## src/rtl/imem_loader.sv

```systemverilog
// imem_loader: copies a program from a source FIFO into instruction memory,
// one 32-bit word every two cycles, then releases the processor.
//
// Ports:
//   clk, rst      - rising-edge clock, asynchronous active-high reset
//   start         - load request (honoured only in IDLE/DONE/ERROR)
//   prog_len      - number of words to load, captured on an accepted start
//   fifo_empty    - source FIFO empty
//   fifo_rd_en    - source FIFO pop strobe
//   fifo_rd_data  - FIFO read data, valid the cycle after fifo_rd_en
//   imem_wr_addr  - byte address for the memory write port
//   imem_data_in  - instruction for the memory write port
//   imem_w_en     - memory write enable
//   busy          - load in progress
//   done          - load finished (held until the next accepted start)
//   cpu_run       - processor release, high only in DONE
//   len_clamped   - prog_len exceeded the memory size and was clamped
//   timeout       - FIFO starvation abort flag
//
// Build option: define IMEM_LOADER_TIMEOUT_EN to abort into ERROR after
// TIMEOUT_CYCLES consecutive starved READ cycles. Without it READ waits
// indefinitely and timeout is tied low.
module imem_loader #(
    parameter int unsigned ADDR_WIDTH     = 10,
    parameter int unsigned DATA_WIDTH     = 32,
    parameter int unsigned MEM_DEPTH      = 1024,
    parameter int unsigned TIMEOUT_CYCLES = 1024
) (
    input  logic                  clk,
    input  logic                  rst,
    input  logic                  start,
    input  logic [ADDR_WIDTH-2:0] prog_len,
    input  logic                  fifo_empty,
    output logic                  fifo_rd_en,
    input  logic [DATA_WIDTH-1:0] fifo_rd_data,
    output logic [ADDR_WIDTH-1:0] imem_wr_addr,
    output logic [DATA_WIDTH-1:0] imem_data_in,
    output logic                  imem_w_en,
    output logic                  busy,
    output logic                  done,
    output logic                  cpu_run,
    output logic                  len_clamped,
    output logic                  timeout
);

    localparam int unsigned LEN_W = ADDR_WIDTH - 1;
    localparam int unsigned WORDS = MEM_DEPTH / 4;

    typedef enum logic [2:0] {
        IDLE,
        READ,
        WRITE,
        DONE,
        ERROR
    } state_t;

    state_t                state_q;
    state_t                state_d;
    logic [LEN_W-1:0]      len_q;
    logic [LEN_W-1:0]      word_cnt_q;
    logic [LEN_W-1:0]      len_eff;
    logic [ADDR_WIDTH-1:0] addr_q;
    logic [ADDR_WIDTH-1:0] wr_addr_q;
    logic [DATA_WIDTH-1:0] data_q;
    logic                  clamp;
    logic                  accept;
    logic                  pop;
    logic                  last;
    logic                  starve;

    // Length clamp keeps the final address at MEM_DEPTH-4, so addr never wraps.
    assign clamp   = prog_len > LEN_W'(WORDS);
    assign len_eff = clamp ? LEN_W'(WORDS) : prog_len;
    assign last    = (word_cnt_q + LEN_W'(1)) == len_q;

`ifdef IMEM_LOADER_TIMEOUT_EN
    localparam int unsigned TCNT_W = $clog2(TIMEOUT_CYCLES + 1);

    logic [TCNT_W-1:0] tcnt_q;

    // Final starved cycle: this READ cycle makes TIMEOUT_CYCLES in a row.
    assign starve = (state_q == READ) && fifo_empty
                    && (tcnt_q == TCNT_W'(TIMEOUT_CYCLES - 1));

    // Consecutive starved-READ counter and sticky timeout flag.
    always_ff @(posedge clk or posedge rst) begin
        if (rst) begin
            tcnt_q  <= '0;
            timeout <= 1'b0;
        end else if (accept) begin
            tcnt_q  <= '0;
            timeout <= 1'b0;
        end else if (pop) begin
            tcnt_q  <= '0;
        end else if ((state_q == READ) && fifo_empty) begin
            tcnt_q <= tcnt_q + TCNT_W'(1);
            if (starve) begin
                timeout <= 1'b1;
            end
        end
    end
`else
    assign starve  = 1'b0;
    assign timeout = 1'b0;
`endif

    // State register.
    always_ff @(posedge clk or posedge rst) begin
        if (rst) begin
            state_q <= IDLE;
        end else begin
            state_q <= state_d;
        end
    end

    // Next-state and per-cycle control strobes.
    always_comb begin
        state_d = state_q;
        accept  = 1'b0;
        pop     = 1'b0;
        case (state_q)
            IDLE, DONE, ERROR: begin
                if (start) begin
                    accept  = 1'b1;
                    state_d = (len_eff == '0) ? DONE : READ;
                end
            end
            READ: begin
                if (!fifo_empty) begin
                    pop     = 1'b1;
                    state_d = WRITE;
                end else if (starve) begin
                    state_d = ERROR;
                end
            end
            WRITE: begin
                state_d = last ? DONE : READ;
            end
            default: begin
                state_d = IDLE;
            end
        endcase
    end

    // Load bookkeeping and held write-port values.
    always_ff @(posedge clk or posedge rst) begin
        if (rst) begin
            len_q       <= '0;
            word_cnt_q  <= '0;
            addr_q      <= '0;
            wr_addr_q   <= '0;
            data_q      <= '0;
            len_clamped <= 1'b0;
        end else begin
            if (accept) begin
                len_q       <= len_eff;
                word_cnt_q  <= '0;
                addr_q      <= '0;
                len_clamped <= clamp;
            end
            // Address is presented from the pop edge so it is stable in WRITE
            // and keeps its value until the next word is popped.
            if (pop) begin
                wr_addr_q <= addr_q;
            end
            if (state_q == WRITE) begin
                data_q     <= fifo_rd_data;
                word_cnt_q <= word_cnt_q + LEN_W'(1);
                if (!last) begin
                    addr_q <= addr_q + ADDR_WIDTH'(4);
                end
            end
        end
    end

    // FIFO read data only arrives in WRITE, so the data port passes it through
    // then and shows the captured copy otherwise.
    assign fifo_rd_en   = pop;
    assign imem_w_en    = (state_q == WRITE);
    assign imem_wr_addr = wr_addr_q;
    assign imem_data_in = (state_q == WRITE) ? fifo_rd_data : data_q;
    assign busy         = (state_q == READ) || (state_q == WRITE);
    assign done         = (state_q == DONE);
    assign cpu_run      = (state_q == DONE);

endmodule

```

## config.mk

```make
export PLATFORM = sky130hd
export DESIGN_NAME = imem_loader
export DESIGN_NICKNAME = d
export VERILOG_FILES = /design/src/rtl/imem_loader.sv
export SDC_FILE = /design/constraint.sdc
export NUM_CORES = 1
export LEC_CHECK = 0
export CAP_MARGIN = 20
export CORE_ASPECT_RATIO = 0.8
export CORE_MARGIN = 2
export CORE_UTILIZATION = 50
export CTS_BUF_LIST = sky130_fd_sc_hd__clkbuf_4 sky130_fd_sc_hd__clkbuf_8
export CTS_CLUSTER_DIAMETER = 40
export CTS_CLUSTER_SIZE = 30
export DETAILED_ROUTE_END_ITERATION = 12
export PLACE_DENSITY = 0.83
export SLEW_MARGIN = 30
export SYNTH_ARGS = -nofsm -noshare
export SYNTH_HDL_FRONTEND = slang
export SYNTH_SLANG_ARGS = --single-unit
export TNS_END_PERCENT = 10
```

## constraint.sdc

```tcl
create_clock -name clk -period 3 [get_ports clk]
set_input_delay 0.3 -clock clk [delete_from_list [all_inputs] [get_ports clk]]
set_output_delay 0.3 -clock clk [all_outputs]
set_load 0.05 [all_outputs]
```

# --- Word-level counts from Yosys, hierarchy flattened ---
# Cells that the tools add are included.
totals:
  inputBits: 45
  out_inout_bits: 49
  regBits: 74
classes:
  addsub: 2
  muxes: 16
  n_eq_ne: 7
  n_reduce_logical: 6
  order_cmp: 1
ops:
  columns: ["operator", "n"]
  rows:
  - ["two-way mux 32 bit", 1]
  - ["two-way mux 10 bit", 3]
  - ["two-way mux 9 bit", 3]
  - ["adder 10 x 3 -> 10 bit (second input constant)", 1]
  - ["adder 9 x 1 -> 9 bit (second input constant)", 1]
  - ["== test 9 bit", 1]
  - ["> comparator 9 bit (second input constant)", 1]
  - ["logical NOT 9 bit", 1]
  - ["case mux 3 bit (3 select lines)", 1]
  - ["== test 3 x 2 -> 1 bit (second input constant)", 2]
  - ["two-way mux 3 bit", 2]
  - ["two-way mux 1 bit", 4]
  - ["two-way mux 2 bit", 2]
  - ["inequality test 2 bit (second input constant)", 2]
  - ["== test 3 x 1 -> 1 bit (second input constant)", 1]
  - ["== test 3 bit (second input constant)", 1]
  - ["logical NOT 3 bit", 1]
  - ["OR reduction 3 bit", 1]
  - ["AND reduction 2 bit", 1]
  - ["nonzero test 2 bit", 1]
  - ["logical OR 1 bit", 1]

# --- Depth between registers and ports, before layout ---
# Gate-level depths: netlist of the first run.
logic_depth:
  depth_word: 6
  depth_mapped: 8
  ltp_nobuf: 7

# --- Worst setup path before layout of the first run ---
# OpenSTA, ideal clock, no wires.
synth_path:
  path_type: "reg2out"
  start: "reg state_q[0]"
  end: "out imem_data_in[10]"
  t_arrival_ps: 2079
  stages_incl_launch_ff: 6
  slack_ps: 621
  required_ps: 2700
  cell_sequence: "dfrtp_1 -> inv_1 -> ha_1 -> clkbuf_1 -> buf_1 -> mux2_2"
synth_via:
  elab_chain_cells: 2
synth_lines:
  columns: ["element", "line", "source"]
  rows:
  - ["start, declared", "57", "state_t state_q;"]
  - ["start signal, assigned", "112", "state_q <= state_d;"]
  - ["== test 3 x 2 -> 1 bit", null, null]
  - ["via imem_w_en", "38", "output logic imem_w_en,"]
  - ["two-way mux 32 bit", null, null]
  - ["end, declared", "37", "output logic [DATA_WIDTH-1:0] imem_data_in,"]
# The timed path passes the listed nets, and every way through them passes these cells.

# --- Worst setup path in the final report of the first run ---
layout_path:
  start: "reg state_q[0]"
  end: "out imem_data_in[18]"
layout_via:
  elab_chain_cells: 2
layout_lines:
  columns: ["element", "line", "source"]
  rows:
  - ["== test 3 x 2 -> 1 bit", "181", "assign imem_data_in = (state_q == WRITE) ? fifo_rd_data : data_q;"]
  - ["two-way mux 32 bit", null, null]
# No other way between the ends.

==> results of run 1 <==
-- per-layer routing --
| layer | up-vias | wire [um] |
|---|---|---|
| met5 | - | 0 |
| met4 | 0 | 76 |
| met3 | 8 | 648 |
| met2 | 76 | 3230 |
| met1 | 1158 | 3200 |
| li1 | 1196 | - |
-- power breakdown --
group | internal [uW] | total (uW) | switching, uW
clock | 400 | 747 | 346
combinational | 1080 | 2970 | 1890
sequential | 1310 | 1460 | 155
-- kinds of logic after synthesis --
logic type      count (synthesis)
mux                            46
xor+xnor                       15
flops                          73
simple gates                   90
other cells                     1
compound gates                 41
fa+ha+maj                       5
buf+inv                        22
-- per-stage QoR --
| stage | setup WS (ns) | utilization [%] | hold WS, ns |
|---|---|---|---|
| after global routing | 0.0232 | 71.2 | 0.500 |
| after CTS | 0.115 | 71.2 | 0.448 |
| after detailed placement | 0.386 | 68.1 | 0.476 |
| final | 0.128 | 71.2 | 0.421 |
| after global placement | 0.508 | 68.1 | 0.469 |
| after floorplan | 0.621 | - | 0.449 |
-- worst max-delay path: cells and delay by family (launching register included) --
family | cells | cell delay (ns)
buffers and inverters | 3 | 1.03
DFF | 1 | 0.42
adders and majority gates | 1 | 0.42
muxes | 1 | 0.36
-- cell type report --
class	count	area (um^2)	share of cell area, %
clock inverter	6	57.6	1.25
clock buffer	10	138	2.99
multi-input combinational	198	1470	31.8
tap	84	105	2.28
timing repair buffer	98	991	21.5
inverter	6	22.5	0.489
sequential	73	1830	39.7
-- worst paths after layout --
check | startpoint | end | slack (ns) | cells after the start
hold / removal | rst | data_q[28]$_DFF_PP0_ | 0.42 | 2
min in group clk | len_clamped$_DFFE_PP0P_ | len_clamped$_DFFE_PP0P_ | 0.49 | 2
max in group asynchronous | rst | imem_wr_addr[1]$_DFFE_PP0P_ | 1.92 | 3
setup / recovery | state_q[0]$_DFFE_PP0P_ | imem_data_in[18] | 0.13 | 5
setup reg to reg | word_cnt_q[0]$_DFFE_PP0P_ | addr_q[7]$_DFF_PP0_ | 0.37 | 8
hold reg to reg | len_clamped$_DFFE_PP0P_ | len_clamped$_DFFE_PP0P_ | 0.49 | 2
-- layout by cell type (no fill, tap or decap), types with 5 or more instances in the layout --
cell type                         count
sky130_fd_sc_hd__clkdlybuf4s50_1     92
sky130_fd_sc_hd__dfrtp_1             73
sky130_fd_sc_hd__mux2_2              45
sky130_fd_sc_hd__nand2_1             36
sky130_fd_sc_hd__o21ai_0             24
sky130_fd_sc_hd__nor2_1              15
sky130_fd_sc_hd__clkbuf_8            10
sky130_fd_sc_hd__nand2b_1             9
sky130_fd_sc_hd__xor2_1               8
sky130_fd_sc_hd__xnor2_1              6
sky130_fd_sc_hd__inv_1                5
sky130_fd_sc_hd__nand3_1              5
sky130_fd_sc_hd__a211o_1              5
-- flip-flops by register name, indices dropped and copies added (netlist names) --
signal / cells
imem_wr_addr: 10
addr_q: 10
state_q: 2
len_clamped: 1
word_cnt_q: 9
len_q: 9
data_q: 32
==> results.md, run 1 <==
- Floorplan die height: 77.7 um
- Minimum clock period: 2.87 ns
- RSZ-0062 raised after global routing: no
- Cell types occupying the most area after synthesis: sky130_fd_sc_hd__dfrtp_1 54%, sky130_fd_sc_hd__mux2_2 15%, sky130_fd_sc_hd__nand2_1 4.0%
- Core footprint: 6470 um^2
- Number of enable-type register cells in the synthesized netlist: 0
- Most used routing layer in global routing: met2
- Peak supply drop: 0.000994 V
- DRT antenna net count: 0
- Worst max-slew margin expressed relative to the limit: 47.8%
- Clock tree from TritonCTS: built
- Post-cts gate resize count: 0
- Most numerous cell types in the synthesized netlist: 73 x sky130_fd_sc_hd__dfrtp_1, 45 x sky130_fd_sc_hd__mux2_2, 36 x sky130_fd_sc_hd__nand2_1, 24 x sky130_fd_sc_hd__o21ai_0, 15 x sky130_fd_sc_hd__nor2_1
- Number of global-route vias before repair: 2524
- Period utilization: 95.7%
- Post-CTS setup-driven buffer insertion count: 0
- Net total in the final layout: 436
- Outcome: complete, no violations
- Buffers added on ports: 92
- GR Layer Usage met3: 9.61%
- Top cell type by total area after synthesis: sky130_fd_sc_hd__dfrtp_1
- Slowest stage cell on the critical path: sky130_fd_sc_hd__clkdlybuf4s50_1
- Post-placement cell area: 4410 um^2
- Number of primary I/O pins: 94
- Clk root buf: sky130_fd_sc_hd__clkbuf_8
- Async set-or-reset flop fraction in the synthesized netlist: 100%
- Antenna violations before repair: 0
- Total number of vias: 2438
- Buffer levels on the longest clock path: 2
- Worst-margin pin slew: 0.782 ns
- Clock Pin Slew Worst Setup and Hold Paths: 0.07 ns
- Maximum level of the CTS H-tree: 3
- RePlAce Congestion: 0.825
- Proportion of synthesized area in mux cells: 15.2%
- Overall Power: 5180 uW
- Count of non-filler cells in the finished layout: 475
- Chip Width: 96.1 um
- Overall routed net length: 7160 um
- Die Footprint: 7470 um^2
- Main combinational cell family by area after synthesis: multiplexers
- Cells along the critical path: inv_1 -> ha_2 -> buf_12 -> mux2_2 -> clkdlybuf4s50_1
- # hold bufs at CTS: 0
- Average vias per placed instance: 5.13
- Top cell type's share of synthesized area: 53.8%
- Detailed placer's ending HPWL: 5120 um
- Post-synthesis instance area: 3390 um^2
- Clock latency reported for the late side of the worst-skew pair: 0.34 ns
- Number of synthesized register bits: 73
- Met1 Use GR: 27.6%
- Average size of a mapped cell: 11.6 um^2
- Global router's overall resource usage: 21.1%
- Total clock sinks: 73
- Effective utilization at floorplan: 52.4%
- Most frequent cell after synthesis: sky130_fd_sc_hd__dfrtp_1
- Setup Viol. Count Final: 0
- Delay of the slowest cell on the worst path: 0.73 ns
- Worst setup path category: reg2out
- Routed wire length per instance: 15.1 um
- Fraction of final layout cells sized beyond drive strength 1: 20.7%
- Critical path peak fanout: 21
- Total negative slack: 0 ns
- PwrDens: 1120 nW/um^2
- Layout area overhead: 35.8%
- Max Clock Freq: 348 MHz
- Violation count after the first detailed-routing iteration: 83
- Xor-xnor portion of the synthesized cell area: 4.35%
- DRT Pass-1 Iters: 4
- Maximum clock skew at final layout: 0.00717 ns
- Critical path data arrival time: 2.57 ns
- Num CTS Buffers: 9
- Class of the most critical hold timing path: in2async
- Wire length of the first global-routing pass: 12000 um
- GRT overflow: 0
- Crit. End Element: output pin
- Compound-cell area share of the yosys netlist: 8.26%
- Req. time, crit path: 2.70 ns
- Gate count of the mapped netlist: 293
- DRC errors left: 0
- Grt met2 use: 31.7%
- Max-cap viol count: 0
- Simple-gate area share of the yosys netlist: 13.3%
- Number of warnings reported in the yosys synthesis log: 0
- Placed Cells: 459
- Synthesized Nets: 343
- Share of synthesized cell area in full adder, half adder and majority cells: 1.84%
- Register area share after synthesis: 53.8%
- Ys flop type: sky130_fd_sc_hd__dfrtp_1
- Diode insertion count for antenna repair: 0
- Count of distinct cell types in the synthesized netlist: 42
- Pin count of the biggest net entering global routing: 39
- Number of max-slew violations in the final report: 0
- Type of origin of the critical path: flip-flop
- Final count of hold timing violations: 0
- Layout Cell Area excl Fill: 4610 um^2
- Placement row count: 26
- Layout fillers: 445
- Lkg Pwr: 0.00201 uW
Note: power is estimated with default switching activity, not from simulation.
==> run 2: changes to the inputs <==
==> constraint.sdc (replaced) <==
create_clock -name clk -period 2.8 [get_ports clk]
set_input_delay 0.28 -clock clk [delete_from_list [all_inputs] [get_ports clk]]
set_output_delay 0.28 -clock clk [all_outputs]
set_load 0.05 [all_outputs]
==> run 2 against run 1 <==
Compared with the run above:
- register-to-register slack got worse by 0.23 ns
- count of clock-buffer cells in the layout did not move
- worst setup slack improved by 0.00054 ns
- cell count is 0.21% higher
- non-clock buffer count up 1
- combinational power increased by 5%
- sequential power rose by 8%
- final area grew 0.73%
- first-iteration DRC count increased by 1.2%
- clock skew barely moved
- power up 6.7%
- critical endpoint is now imem_data_in[27]
- largest power group unchanged
==> results.md, run 2 (synthesis results as in run 1) <==
- Clk root buf: sky130_fd_sc_hd__clkbuf_8
- Layout area overhead: 36.8%
- Layout Cell Area excl Fill: 4640 um^2 (+0.73%)
- Wire length of the first global-routing pass: 12300 um (+2.4%)
- Detailed placer's ending HPWL: 5350 um (+4.5%)
- Critical path data arrival time: 2.39 ns (-0.18 ns)
- RSZ-0062 raised after global routing: no
- Chip Width: 96.1 um (unchanged)
- Max-cap viol count: 0 (unchanged)
- Clock latency reported for the late side of the worst-skew pair: 0.35 ns (about the same)
- Placed Cells: 460 (+0.22%)
- R2r worst-path depth: 8 (unchanged)
- Reg2Reg Capture Point: addr_q[5]$_DFF_PP0_
- Switching part of the total: 46.5% (+0.39 points)
- Part of the total power dissipated in sequential elements: 28.4% (about the same)
- Part of the power in combinational logic: 56.8% (-0.5 points)
- Internal power of the cells: 2950 uW (+5.9%)
- Max Clock Freq: 374 MHz
- Overall routed net length: 7330 um (+2.4%)
- Total clock sinks: 73 (unchanged)
- Global router's overall resource usage: 21.8% (+0.66 points)
- Top library cells by usage in the layout, fill and taps aside: 78 x sky130_fd_sc_hd__clkdlybuf4s50_1, 73 x sky130_fd_sc_hd__dfrtp_1, 45 x sky130_fd_sc_hd__mux2_2
- Antenna violations before repair: 0 (unchanged)
- Post-placement cell area: 4410 um^2 (-0.11%)
- Post-Place Setup Slack: 0.169 ns (-0.217 ns)
- Number of primary I/O pins: 94 (unchanged)
- Class of the most critical hold timing path: in2async
- Number of global-route vias before repair: 2631 (+4.2%)
- Reg-to-reg slack, setup: 0.14 ns (-0.23 ns)
- GRT overflow: 0 (unchanged)
- Maximum clock skew at final layout: 0.00744 ns (+0.000271 ns)
- Slowest stage cell on the critical path: sky130_fd_sc_hd__clkdlybuf4s50_1
- Cells along the critical path: inv_1 -> ha_2 -> buf_4 -> mux2_2 -> clkdlybuf4s50_1
- Total number of vias: 2484 (+1.9%)
- RePlAce Congestion: 0.769 (-6.8%)
- Outcome: complete, no violations
- Number of max-slew violations in the final report: 0 (unchanged)
- Layout fillers: 440 (-1.1%)
- Placement row count: 26 (unchanged)
- DRC errors left: 0 (unchanged)
- Average vias per placed instance: 5.22 (+1.7%)
- Count of non-filler cells in the finished layout: 476 (+0.21%)
- Power share of the clock group: 14.8% (+0.4 points)
- Period utilization: 95.4%
- PwrDens: 1190 nW/um^2 (+5.9%)
- Met1 Use GR: 27.0% (-0.55 points)
- Crit. End Element: output pin
- Setup Viol. Count Final: 0 (unchanged)
- Buffers added on ports: 92 (unchanged)
- Routed wire length per instance: 15.4 um (+2.2%)
- Effective utilization at floorplan: 52.4% (unchanged)
- Combined flip-flop and latch cell area: 1830 um^2 (unchanged)
- Most used routing layer in global routing: met2
- Post-CTS setup-driven buffer insertion count: 0 (unchanged)
- Category of cells accounting for the largest share of critical-path delay: buffers and inverters
- Worst setup path category: reg2out
- Num CTS Buffers: 9 (unchanged)
- Top register by number of flip-flops: data_q
- Worst Slack Setup Final: 0.128 ns (+0.000537 ns)
- Leading cell type in the layout, fill and taps excluded: sky130_fd_sc_hd__clkdlybuf4s50_1
- Buf+Inv Stages, Crit Path: 3 (unchanged)
- Violation count after the first detailed-routing iteration: 84 (+1.2%)
- Diode insertion count for antenna repair: 0 (unchanged)
- Clock Pin Slew Worst Setup and Hold Paths: 0.08 ns (about the same)
- Clock tree from TritonCTS: built
- DRT antenna net count: 0 (unchanged)
- Net switching power figure: 2570 uW (+7.6%)
- DRT Pass-1 Iters: 4 (unchanged)
- Final count of hold timing violations: 0 (unchanged)
- Worst max-slew margin expressed relative to the limit: 63.3% (+15 points)
- Buffer levels on the longest clock path: 2 (unchanged)
- Core footprint: 6470 um^2 (unchanged)
- Grt met2 use: 33.5% (+1.8 points)
- Maximum level of the CTS H-tree: 3 (unchanged)
- Pin count of the biggest net entering global routing: 74 (+90%)
- Worst Hold Slack: 0.329 ns (-0.0924 ns)
- Minimum clock period: 2.67 ns
- Worst-margin pin slew: 0.548 ns (-0.234 ns)
- Total negative slack: 0 ns (unchanged)
- Multi-input gate area in the final layout: 1470 um^2 (unchanged)
- Peak supply drop: 0.00102 V (+2.4%)
- GR Layer Usage met3: 10.5% (+0.87 points)
- Instance count on the critical path: 5 (unchanged)
- Lkg Pwr: 0.00214 uW (+6.7%)
- Critical path peak fanout: 23 (+9.5%)
- Fraction of final layout cells sized beyond drive strength 1: 20.9% (+0.20 points)
- Req. time, crit path: 2.52 ns (-0.18 ns)
- Startpoint of the worst-slack reg-to-reg timing path: word_cnt_q[0]$_DFFE_PP0P_
- Flip-flop count of the largest register after layout: 32 (unchanged)
- Die Footprint: 7470 um^2 (unchanged)
- Type of origin of the critical path: flip-flop
- Delay of the slowest cell on the worst path: 0.71 ns (-0.02 ns)
- Floorplan die height: 77.7 um (unchanged)
- Net total in the final layout: 437 (+0.23%)
[run 2: changes by cell type in the layout (fill, tap and decap cells not counted), sizes merged]
cell,previous run,this run
clkinv,4,2
buf,6,7
clkinvlp,1,2
dlymetal6s2s,0,14
clkdlybuf4s50,92,78
inv,6,7
[run 2: per-layer routing]
metal	up-vias	part of all wire (%)
li1	1193	-
met1	1190	41
met2	92	48
met3	9	9.9
met4	0	1.3
met5	-	0
[run 2: worst register-to-register path: stages, from the launching register on]
cell and delay (ns):
sky130_fd_sc_hd__dfrtp_1 0.48, sky130_fd_sc_hd__ha_1 0.32, sky130_fd_sc_hd__nand3_2 0.19, sky130_fd_sc_hd__o31ai_2 0.28
sky130_fd_sc_hd__o31ai_2 0.14, sky130_fd_sc_hd__o41ai_4 0.54, sky130_fd_sc_hd__buf_4 0.26, sky130_fd_sc_hd__nor3_1 0.07
sky130_fd_sc_hd__a211o_1 0.27
[run 2: worst max-delay path by stage]
stage	end	slack [ns]	startpoint
detailed placement	addr_q[5]$_DFF_PP0_	0.17	word_cnt_q[0]$_DFFE_PP0P_
global placement	addr_q[5]$_DFF_PP0_	0.33	word_cnt_q[0]$_DFFE_PP0P_
floorplan	imem_data_in[10]	0.44	state_q[0]$_DFFE_PP0P_
global route	imem_data_in[27]	0.01	state_q[0]$_DFFE_PP0P_
finish	imem_data_in[27]	0.13	state_q[0]$_DFFE_PP0P_
CTS	imem_data_in[9]	0.04	state_q[0]$_DFFE_PP0P_
[run 2: area by class of cell]
type                            count  area share, %
Clock inverter                      6           1.46
Timing Repair Buffer               99           22.0
Clock buffer                       10           2.83
Multi-Input combinational cell    198           31.6
Inverter                            6          0.485
Sequential cell                    73           39.4
Tap cell                           84           2.26
[run 2: stage by stage]
step	total power, uW	util [%]
finish	5520	71.7
global route	5800	71.7
CTS	5600	71.1
detailed placement	4750	68.1
global placement	4680	68.1
floorplan	3790	-
[run 2: power by group through the flow]
| stage | Sequential, uW | Combinational [uW] | Clock [uW] |
|---|---|---|---|
| after floorplan | 1610 | 2180 | 0 |
| after CTS | 1580 | 3180 | 843 |
| after global placement | 1570 | 3110 | 0 |
| after global routing | 1610 | 3310 | 890 |
| after detailed placement | 1600 | 3160 | 0 |
| final | 1570 | 3130 | 818 |
[run 2: what timing repair did]
item / 4_1_cts / 5_1_grt
gates resized for setup: 0 / 14
setup endpoints to repair: 0 / 14
hold buffers: 0 / 0
==> run 3: changes to the inputs <==
--- a/config.mk
+++ b/config.mk
@@ -13,6 +13,7 @@
 export CTS_CLUSTER_DIAMETER = 40
 export CTS_CLUSTER_SIZE = 30
 export DETAILED_ROUTE_END_ITERATION = 12
+export HOLD_SLACK_MARGIN = 0.12
 export PLACE_DENSITY = 0.83
 export SLEW_MARGIN = 30
 export SYNTH_ARGS = -nofsm -noshare
==> constraint.sdc (replaced) <==
create_clock -name clk -period 2.8 [get_ports clk]
set_input_delay 0.84 -clock clk [delete_from_list [all_inputs] [get_ports clk]]
set_output_delay 0.84 -clock clk [all_outputs]
set_load 0.05 [all_outputs]
==> run 3 against run 2 <==
Compared with the run above:
- final area down 1.6%
- clock skew down 0.0020 ns
- utilization is 1.1 points lower
- cell count up 0.42%
- sequential share of layout area rose by 0.63 points
- critical path depth unchanged
- count of clock-buffer cells in the layout is the same
- first-iteration DRC count increased by 32%
- power fell by 0.82%
- register-to-register slack improved by 0.15 ns
- worst setup slack worse by 0.015 ns
- global-route usage shrank 0.98 points
==> results.md, run 3 (synthesis results as in run 1) <==
- Outcome: complete, no violations
- DRT antenna net count: 0 (unchanged)
- Slowest stage cell on the critical path: sky130_fd_sc_hd__dfrtp_1
- Crit. End Element: output pin
- Power share of the clock group: 14.8% (about the same)
- Number of global-route vias before repair: 2526 (-4.0%)
- Clk root buf: sky130_fd_sc_hd__clkbuf_8
- Total number of vias: 2502 (+0.72%)
- RSZ-0062 raised after global routing: no
- Final count of hold timing violations: 0 (unchanged)
- Maximum level of the CTS H-tree: 3 (unchanged)
- Total clock sinks: 73 (unchanged)
- PwrDens: 1200 nW/um^2 (+0.75%)
- Die Footprint: 7470 um^2 (unchanged)
- Critical path data arrival time: 1.85 ns (-0.54 ns)
- Global router's overall resource usage: 20.8% (-0.98 points)
- DRT Pass-1 Iters: 4 (unchanged)
- Post-CTS setup-driven buffer insertion count: 0 (unchanged)
- DRC errors left: 0 (unchanged)
- Floorplan die height: 77.7 um (unchanged)
- Antenna violations before repair: 0 (unchanged)
- Peak supply drop: 0.00106 V (+4.2%)
- Placement row count: 26 (unchanged)
- Buffers added on ports: 92 (unchanged)
- Part of the power in combinational logic: 56.6% (-0.2 points)
- Buf+Inv Stages, Crit Path: 3 (unchanged)
- Req. time, crit path: 1.96 ns (-0.56 ns)
- Internal power of the cells: 2900 uW (-1.7%)
- Detailed placer's ending HPWL: 5400 um (+0.88%)
- Maximum clock skew at final layout: 0.00548 ns (-0.00196 ns)
- Violation count after the first detailed-routing iteration: 111 (+32%)
- Number of primary I/O pins: 94 (unchanged)
- GRT overflow: 0 (unchanged)
- Clock Pin Slew Worst Setup and Hold Paths: 0.07 ns (about the same)
- Critical path peak fanout: 21 (-8.7%)
- Layout area overhead: 34.6%
- Period utilization: 96.0% (+0.54 points)
- Net total in the final layout: 440 (+0.69%)
- Net switching power figure: 2580 uW (+0.24%)
- Post-Place Setup Slack: 0.220 ns (+0.0507 ns)
- Top library cells by usage in the layout, fill and taps aside: 73 x sky130_fd_sc_hd__dfrtp_1, 57 x sky130_fd_sc_hd__clkdlybuf4s50_1, 45 x sky130_fd_sc_hd__mux2_2
- Minimum clock period: 2.69 ns (+0.0150 ns)
- Buffer levels on the longest clock path: 2 (unchanged)
- Diode insertion count for antenna repair: 0 (unchanged)
- Overall routed net length: 7290 um (-0.57%)
- Switching part of the total: 47.0% (+0.50 points)
- Leading cell type in the layout, fill and taps excluded: sky130_fd_sc_hd__dfrtp_1
- Clock tree from TritonCTS: built
- Wire length of the first global-routing pass: 11800 um (-3.9%)
- Effective utilization at floorplan: 52.4% (unchanged)
- Lkg Pwr: 0.00206 uW (-3.6%)
- Worst-margin pin slew: 0.511 ns (-0.0370 ns)
- # hold bufs at CTS: 0 (unchanged)
- Class of the most critical hold timing path: reg2reg
- Setup Viol. Count Final: 0 (unchanged)
- Num CTS Buffers: 9 (unchanged)
- Type of origin of the critical path: flip-flop
- Max Clock Freq: 372 MHz (-0.56%)
- Routed wire length per instance: 15.2 um (-0.99%)
- Max-cap viol count: 0 (unchanged)
- Delay of the slowest cell on the worst path: 0.42 ns (-0.29 ns)
- Part of the total power dissipated in sequential elements: 28.6% (+0.2 points)
- Worst max-slew margin expressed relative to the limit: 65.8% (+2.6 points)
- Average vias per placed instance: 5.23 (+0.30%)
- Top register by number of flip-flops: data_q
- Clock latency reported for the late side of the worst-skew pair: 0.34 ns (about the same)
- Fraction of final layout cells sized beyond drive strength 1: 30.2% (+9.3 points)
- RePlAce Congestion: 0.799 (+3.8%)
- Total negative slack: 0 ns (unchanged)
- Cells along the critical path: inv_1 -> ha_2 -> buf_6 -> mux2_2 -> buf_4
- Number of max-slew violations in the final report: 0 (unchanged)
- Pin count of the biggest net entering global routing: 31 (-58%)
- Flip-flop count of the largest register after layout: 32 (unchanged)
- Category of cells accounting for the largest share of critical-path delay: buffers and inverters
- Worst setup path category: reg2out
- Worst Slack Setup Final: 0.113 ns (-0.0150 ns)
- Chip Width: 96.1 um (unchanged)
- Core footprint: 6470 um^2 (unchanged)
run 3: changes by cell type in the layout (fill, tap and decap cells not counted), moves of 2 or more:
| cell | delta |
|---|---|
| sky130_fd_sc_hd__clkdlybuf4s50_1 | -21 |
| sky130_fd_sc_hd__buf_6 | +2 |
| sky130_fd_sc_hd__buf_4 | +34 |
| sky130_fd_sc_hd__buf_12 | +2 |
| sky130_fd_sc_hd__dlymetal6s2s_1 | -14 |
run 3: what timing repair did:
action / CTS / global route
endpoints found under the setup margin: 0 / 18
hold endpoints to repair: 0 / 0
gates resized for setup: 0 / 2
run 3: metal layers:
| metal | up-vias | part of all wire (%) | GRT usage [%] |
|---|---|---|---|
| met5 | - | 0 | 0 |
| met4 | 0 | 1.2 | 6.14 |
| met3 | 7 | 8.0 | 9.42 |
| met2 | 74 | 49 | 32.6 |
| met1 | 1228 | 42 | 25.8 |
| li1 | 1193 | - | - |
run 3: worst paths after layout:
kind | slack, ns | end | from | cells past startpoint
worst max-delay path | 0.11 | imem_data_in[3] | state_q[0]$_DFFE_PP0P_ | 5
min in group asynchronous | 0.81 | data_q[15]$_DFF_PP0_ | rst | 2
worst max register to register | 0.29 | addr_q[6]$_DFF_PP0_ | word_cnt_q[0]$_DFFE_PP0P_ | 8
max in group asynchronous | 1.39 | data_q[31]$_DFF_PP0_ | rst | 3
worst min-delay path | 0.49 | addr_q[0]$_DFFE_PP0P_ | addr_q[0]$_DFFE_PP0P_ | 1
worst min register to register | 0.49 | addr_q[0]$_DFFE_PP0P_ | addr_q[0]$_DFFE_PP0P_ | 1
run 3: worst register-to-register path, delay by kind of cell, from the launching register on:
family	cells	cell delay (ns)
and+or+nand+nor	2	0.27
AOI/OAI and AO/OA	4	1.08
adders and majority gates	1	0.33
DFF	1	0.47
buffers and inverters	1	0.25
run 3: power groups by stage:
stage	combinational [uW]	sequential [uW]	clock (uW)
6_report	3100	1570	809
5_1_grt	3260	1610	874
4_1_cts	3100	1570	826
3_5_place_dp	3090	1590	0
3_3_place_gp	3030	1570	0
2_1_floorplan	2180	1610	0
run 3: area by class of cell:
cell class	instances	area [um^2]
fillers	451	1910
flip-flops and latches	73	1830
multi-input cells	198	1470
repair buffers	102	953
clock buffers	10	138
well taps	84	105
clock inverters	5	56.3
inverters	6	22.5
run 3: stage by stage:
stage               power, uW  cells  hold WS, ns  util (%)  cell area [um^2]
floorplan                3800    293        0.454         -              3400
finish                   5480    478        0.490      70.6              4570
global route             5740    478        0.516      70.6              4570
CTS                      5500    478        0.493      70.4              4560
global placement         4600    463        0.468      67.5              4370
detailed placement       4680    463        0.476      67.5              4370
